## src/rtl/bcd_adder.sv

```systemverilog
// ---------------------------------------------------------------------------
// bcd_adder
//   Registered multi-digit BCD adder with a fixed one-cycle latency.
//   Adds two packed BCD operands plus a carry-in. The ripple runs from digit 0
//   upward, and the sum and the decimal carry-out are registered when
//   in_valid is high. out_valid follows in_valid one cycle later. While
//   in_valid is low, the result registers hold their previous values.
//
// Parameters
//   DIGITS        number of BCD digits per operand (1..8); W = 4*DIGITS
//
// Ports
//   clk           rising-edge clock
//   rst_n         asynchronous active-low reset
//   in_valid      operands valid; captured on the rising edge
//   augend        packed BCD operand A, digit 0 in bits [3:0]
//   addend        packed BCD operand B, same packing
//   input_carry   decimal carry into digit 0
//   bcd_result    registered packed BCD sum
//   output_carry  registered decimal carry out of the top digit
//   out_valid     one-cycle strobe marking a new result
//   digit_error   (only with BCD_ADDER_DIGIT_CHECK_EN) registered flag set
//                 when any captured operand digit exceeds 9
//
// Configuration
//   `define BCD_ADDER_DIGIT_CHECK_EN adds the digit_error output.
// ---------------------------------------------------------------------------
module bcd_adder #(
  parameter int DIGITS = 1
) (
  input  logic                  clk,
  input  logic                  rst_n,
  input  logic                  in_valid,
  input  logic [4*DIGITS-1:0]   augend,
  input  logic [4*DIGITS-1:0]   addend,
  input  logic                  input_carry,
  output logic [4*DIGITS-1:0]   bcd_result,
  output logic                  output_carry,
`ifdef BCD_ADDER_DIGIT_CHECK_EN
  output logic                  digit_error,
`endif
  output logic                  out_valid
);

  localparam int W = 4 * DIGITS;

  logic [W-1:0] result_d, result_q;
  logic         carry_d,  carry_q;
  logic         out_valid_q;

  // Ripple-carry decimal addition. Each digit is summed in 5 bits. If the
  // sum is above 9, adding 6 skips the six unused codes (10..15), and the
  // low nibble of that total is the decimal digit. Out-of-range operand
  // digits take the same path and are not saturated.
  always_comb begin
    logic [4:0] digit_sum;
    logic       carry_chain;
    // NOTE: every variable gets a default before the loop, so no path
    // leaves one unassigned and no latch is inferred.
    result_d    = '0;
    digit_sum   = '0;
    carry_chain = input_carry;
    for (int k = 0; k < DIGITS; k++) begin
      digit_sum = 5'(augend[4*k +: 4]) + 5'(addend[4*k +: 4]) + 5'(carry_chain);
      if (digit_sum > 5'd9) begin
        result_d[4*k +: 4] = 4'(digit_sum + 5'd6);
        carry_chain        = 1'b1;
      end else begin
        result_d[4*k +: 4] = digit_sum[3:0];
        carry_chain        = 1'b0;
      end
    end
    carry_d = carry_chain;
  end

  // NOTE: all state is updated with non-blocking assignments, so every
  // register samples the pre-edge value of its inputs. Each register has an
  // explicit reset value, and reset clears a result that is still in flight.
  always_ff @(posedge clk or negedge rst_n) begin
    if (!rst_n) begin
      result_q    <= '0;
      carry_q     <= 1'b0;
      out_valid_q <= 1'b0;
    end else begin
      out_valid_q <= in_valid;
      if (in_valid) begin
        result_q <= result_d;
        carry_q  <= carry_d;
      end
    end
  end

  assign bcd_result   = result_q;
  assign output_carry = carry_q;
  assign out_valid    = out_valid_q;

`ifdef BCD_ADDER_DIGIT_CHECK_EN
  logic digit_error_d, digit_error_q;

  // The flag is set if any digit of either operand is a non-BCD code (10..15).
  always_comb begin
    digit_error_d = 1'b0;
    for (int k = 0; k < DIGITS; k++) begin
      if ((augend[4*k +: 4] > 4'd9) || (addend[4*k +: 4] > 4'd9)) begin
        digit_error_d = 1'b1;
      end
    end
  end

  // The flag uses the same enable as the result, so it describes the
  // operation that bcd_result currently holds.
  always_ff @(posedge clk or negedge rst_n) begin
    if (!rst_n) begin
      digit_error_q <= 1'b0;
    end else if (in_valid) begin
      digit_error_q <= digit_error_d;
    end
  end

  assign digit_error = digit_error_q;
`endif

endmodule

```

## config.mk

```make
export PLATFORM = sky130hd
export DESIGN_NAME = bcd_adder
export DESIGN_NICKNAME = d
export VERILOG_FILES = /design/src/rtl/bcd_adder.sv
export SDC_FILE = /design/constraint.sdc
export NUM_CORES = 1
export LEC_CHECK = 0
export CAP_MARGIN = 25
export CORE_AREA = 10 10 47 49
export DETAILED_ROUTE_END_ITERATION = 10
export DIE_AREA = 0 0 57 59
export PLACE_DENSITY = 0.74
export SLEW_MARGIN = 20
export SYNTH_ARGS = -nofsm -noshare
export SYNTH_HDL_FRONTEND = slang
export SYNTH_SLANG_ARGS = --single-unit
```

## constraint.sdc

```tcl
create_clock -name clk -period 1.89 [get_ports clk]
set_clock_uncertainty 0.2 [all_clocks]
set_input_delay 0.4725 -clock clk [delete_from_list [all_inputs] [get_ports clk]]
set_output_delay 0.4725 -clock clk [all_outputs]
set_load 0.01 [all_outputs]
```

---- Word-level counts from Yosys, hierarchy flattened ----
Index checks and enable logic that the tools add are counted.
storage, ports and cells
  word-level logic and storage cells ...... 9
  output and inout bits ................... 6
  bits in registers ....................... 6
  bits of input ports ..................... 12
cells by class
  add/sub/neg operators ................... 3
  $lt $le $gt $ge ......................... 1
  muxes and demuxes ....................... 2
operator list
  operator                                                                         count
  4-bit by 4-bit adder with 5-bit output                                           1
  5-bit by 1-bit adder with 5-bit output                                           1
  5-bit by 4-bit greater-than comparator with 1-bit output, second input constant  1
  4-bit by 3-bit adder with 4-bit output, second input constant                    1
  4-bit two-way mux                                                                1
  1-bit two-way mux                                                                1

---- Depth between registers and ports, before layout ----
  depth in word-level cells ............... 4
  mapped depth ............................ 8
  gate-level depth less buffers ........... 8

---- Worst setup path before layout ----
Ideal clock, no wire load.
  path kind ............................... input-to-reg
  start point ............................. input port augend[0]
  end point ............................... register result_q[2], in the netlist bcd_result[2]
  setup slack ............................. -0.779 ns
  arrival time ............................ 2.389 ns
  setup time .............................. 0.080 ns
  required time ........................... 1.610 ns
  cell stages on the path ................. 8
  buffers on the path ..................... 0
  cell sequence ........................... fa_1 -> fa_1 -> xnor2_2 -> ha_1 -> inv_1 -> nand4_1 -> a221o_1 -> o211ai_2
between the ends
  longest elaborated chain between the ends .. 4
  elaborated cells between the ends (all ways) .. 5
  those cells by class .................... 3 x add/sub; 1 x order compare; 1 x mux
ends and longest elaborated chain
  item                                                                                                                       line    source
  start, declared                                                                                                            34      input logic [4*DIGITS-1:0] augend,
  4-bit by 4-bit adder with 5-bit output *                                                                                   64      digit_sum = 5'(augend[4*k +: 4]) + 5'(addend[4*k +: 4]) + 5'(carry_chain);
  5-bit by 1-bit adder with 5-bit output *                                                                                   64
  4-bit by 3-bit adder with 4-bit output / 5-bit by 4-bit greater-than comparator with 1-bit output (equally long branches)  66, 65
  4-bit two-way mux *                                                                                                        65      if (digit_sum > 5'd9) begin
  end signal, assigned                                                                                                       87      result_q <= result_d;
  end, declared                                                                                                              47      logic [W-1:0] result_d, result_q;
Every way passes the cells marked *; elsewhere a longest branch is shown, timed or not.
A chain may end at the register's enable or synchronous reset.

---- Worst setup path after layout ----
Ends and elaborated chain as after synthesis.

==> flow_metrics.py <==
metrics = {
    "outcome": {
        "status": "finished, violations left",
        "violations": "negative setup slack",
    },
    "cts": {
        "clk_latency_ps": 250,
        "cts_tree": "done",
        "cts_made_buffers": 3,
        "cts_buffer_depth": 2,
        "htreeDepth": 1,
        "root_buffer": "clkbuf_4",
        "postCtsHoldBufs": 0,
        "clk_pin_slew_ps": 40,
        "clock-sinks": 6,
    },
    "floorplanning": {
        "start_util_pct": 35.7,
        "die_y_um": 59,
        "die_area_um2": 3360,
        "coreArea_um2": 1400,
        "pin_count": 18,
        "num_rows": 14,
        "die_x_um": 57,
    },
    "routing": {
        "routed_wirelength_um": 1330,
        "routed-via-count": 532,
        "drt-pass1-iter-count": 3,
        "wl_per_cell_um": 13.0,
        "viasPerCell": 5.17,
        "drt-initial-drc-count": 3,
        "ant_nets": 0,
        "route.detailed.drc": 0,
    },
    "setup_path": {
        "worstPathArrival_ps": 2360,
        "critPathRequiredTime_ps": 1860,
        "end_kind": "flop",
        "rrSetupSlack_ps": 860,
        "critPathKind": "primary input to flop",
        "cp_slowest_cell": "fa_2",
        "r2r-start": "bcd_result[1]",
        "reg2reg_to": "bcd_result[1]",
        "cp-start-kind": "primary input",
        "cp_common_cell": "fa_2",
        "worstRegToRegCells": 3,
        "max_stage_delay_ps": 550,
        "crit_chain": "buf_6 -> fa_2 -> fa_2 -> inv_2 -> ha_4 -> a211o_1 -> a221o_1 -> o211ai_2",
        "critPathMaxFanout": 4,
    },
    "sta": {
        "period_needed_ps": 2390,
        "final_max_slew_viol_count": 0,
        "hold_viol": 0,
        "fmax_mhz": 419,
        "tightest_slew_ps": 345,
        "layout_setup_ws_ps": -499,
        "min_period_over_period_pct": 126,
        "setup-violations-final": 4,
        "max_slew_margin_pct": 77.0,
        "rsz0062_at_grt": "true",
    },
    "flow_run": {
        "cap_violations": 0,
    },
    "final_layout": {
        "multi_input_area_um2": 378,
        "fin_area_um2": 872,
        "nNetsFinal": 107,
        "seqCellArea_um2": 150,
        "antennaDiodeCount": 0,
        "syn2layout_area_growth_pct": 74.2,
        "layout-drive-gt1-share_pct": 39.1,
        "final_util_pct": 62.2,
        "filler_cell_count": 138,
    },
    "yosys": {
        "synth_top_area_cell": "dfrtp_1",
        "netlist_top_cells_count": "6 x dfrtp_1, 4 x ha_1, 4 x nand3_1, 4 x nor2_1",
        "ys_seq_area_share_pct": 30.0,
        "yosys_warnings": 0,
        "synth_ff_type": "dfrtp_1",
        "synth_fp_nets": 69,
        "synth_cells": 51,
        "synth_area_um2": 500,
        "synth.top_cell.area_share_pct": 30.0,
        "synth-edff-count": 0,
        "synth_seq_cells": 6,
        "synth-async-reset-ratio_pct": 100,
        "yosysUniqueCellTypes": 28,
        "avgSynthCellArea_um2": 9.81,
        "synth.top_cells.by_area": "dfrtp_1 30%, ha_1 10%, fa_1 8.0%",
        "synth_most_common_cell": "dfrtp_1",
    },
    "global_route": {
        "grt_pass1_vias": 563,
        "antenna_found_initial": 0,
        "grt_pass1_wl_um": 2310,
        "grt.total_usage_pct": 8.85,
        "globalRouteOverflowTotal": 0,
        "grt_max_degree": 12,
    },
    "pwr": {
        "power.density_nw_per_um2": 741,
        "max-vdd-ir-drop_mv": 0.272,
        "p_leak_nw": 0.383,
        "finalPower_mw": 0.646,
    },
    "placement": {
        "placed_cell_area_um2": 820,
        "portBuffers": 17,
        "gp_congestion": 0.878,
        "dp_hpwl_um": 1110,
    },
    "hold_path": {
        "hp-class": "primary input to asynchronous set/reset pin",
    },
}
-- what timing repair did --
item	CTS	global route
setup endpoints to repair	4	4
resized for setup	19	4
setup buffers	2	1
pin swaps	8	3
-- worst max path at each step --
| stage | end | start |
|---|---|---|
| finish | bcd_result[2] | augend[0] |
| global route | bcd_result[2] | augend[0] |
| CTS | bcd_result[2] | augend[0] |
| detailed placement | bcd_result[2] | input_carry |
| global placement | bcd_result[2] | input_carry |
| floorplan | bcd_result[2] | input_carry |
-- layout make-up --
class	instances	area share [%]
Clock buffer	3	2.58
Inverter	3	1.29
Multi-Input combinational cell	41	43.3
Timing Repair Buffer	34	33.3
Tap cell	16	2.30
Sequential cell	6	17.2
-- cells by family (layout without fill, tap and decap cells) --
| group | Yosys count | in the layout | synth area share, % |
|---|---|---|---|
| buf+inv | 4 | 40 | 3.25 |
| fa+ha+maj | 6 | 6 | 18.0 |
| xor+xnor | 1 | 1 | 3.25 |
| compound gates | 16 | 16 | 25.0 |
| simple gates | 17 | 17 | 18.3 |
| flops | 6 | 6 | 30.0 |
| mux | 1 | 1 | 2.25 |
-- worst max-delay path, delay by kind of cell --
kind,cells,cell delay [ps]
buffers and inverters,2,140
adders and majority gates,3,1100
AOI/OAI and AO/OA,3,640
-- sequential cells by signal (all words and copies together), names as in the netlist --
name	flops
output_carry	1
out_valid	1
bcd_result	4
-- report_power, final --
group	switching [mW]	internal [mW]
sequential	0.0121	0.155
clock	0.0473	0.0719
combinational	0.143	0.217
-- metrics by stage --
stage | hold WS, ps | setup TNS [ps] | cells | worst slack, ps
after global routing | 275 | -2100 | 103 | -563
after CTS | 266 | -1850 | 102 | -500
after floorplan | -23.1 | -2480 | 51 | -719
after global placement | 290 | -4780 | 97 | -1170
final | 261 | -1830 | 103 | -499
after detailed placement | 303 | -4910 | 97 | -1200
-- cells in the final DEF, fill, tap and decap left out, types with 2 or more instances in the layout --
| cell | count |
|---|---|
| a31oi_1 | 3 |
| fa_2 | 2 |
| nand4_1 | 2 |
| clkdlybuf4s50_1 | 12 |
| nor2_1 | 4 |
| buf_4 | 16 |
| buf_2 | 2 |
| ha_1 | 2 |
| inv_2 | 2 |
| dfrtp_1 | 6 |
| a211o_1 | 2 |
| nand3_1 | 4 |
| clkbuf_4 | 3 |
| dlygate4sd2_1 | 2 |
| buf_6 | 2 |
-- per-layer routing --
layer  up-vias  wire length [µm]  GRT usage (%)
met3         4                68           3.00
met5         -                 0              0
met2        15               653           14.6
li1        268                 -              -
met1       245               542           7.91
met4         0                70           10.1
Note: power is estimated with default switching activity, not from simulation.
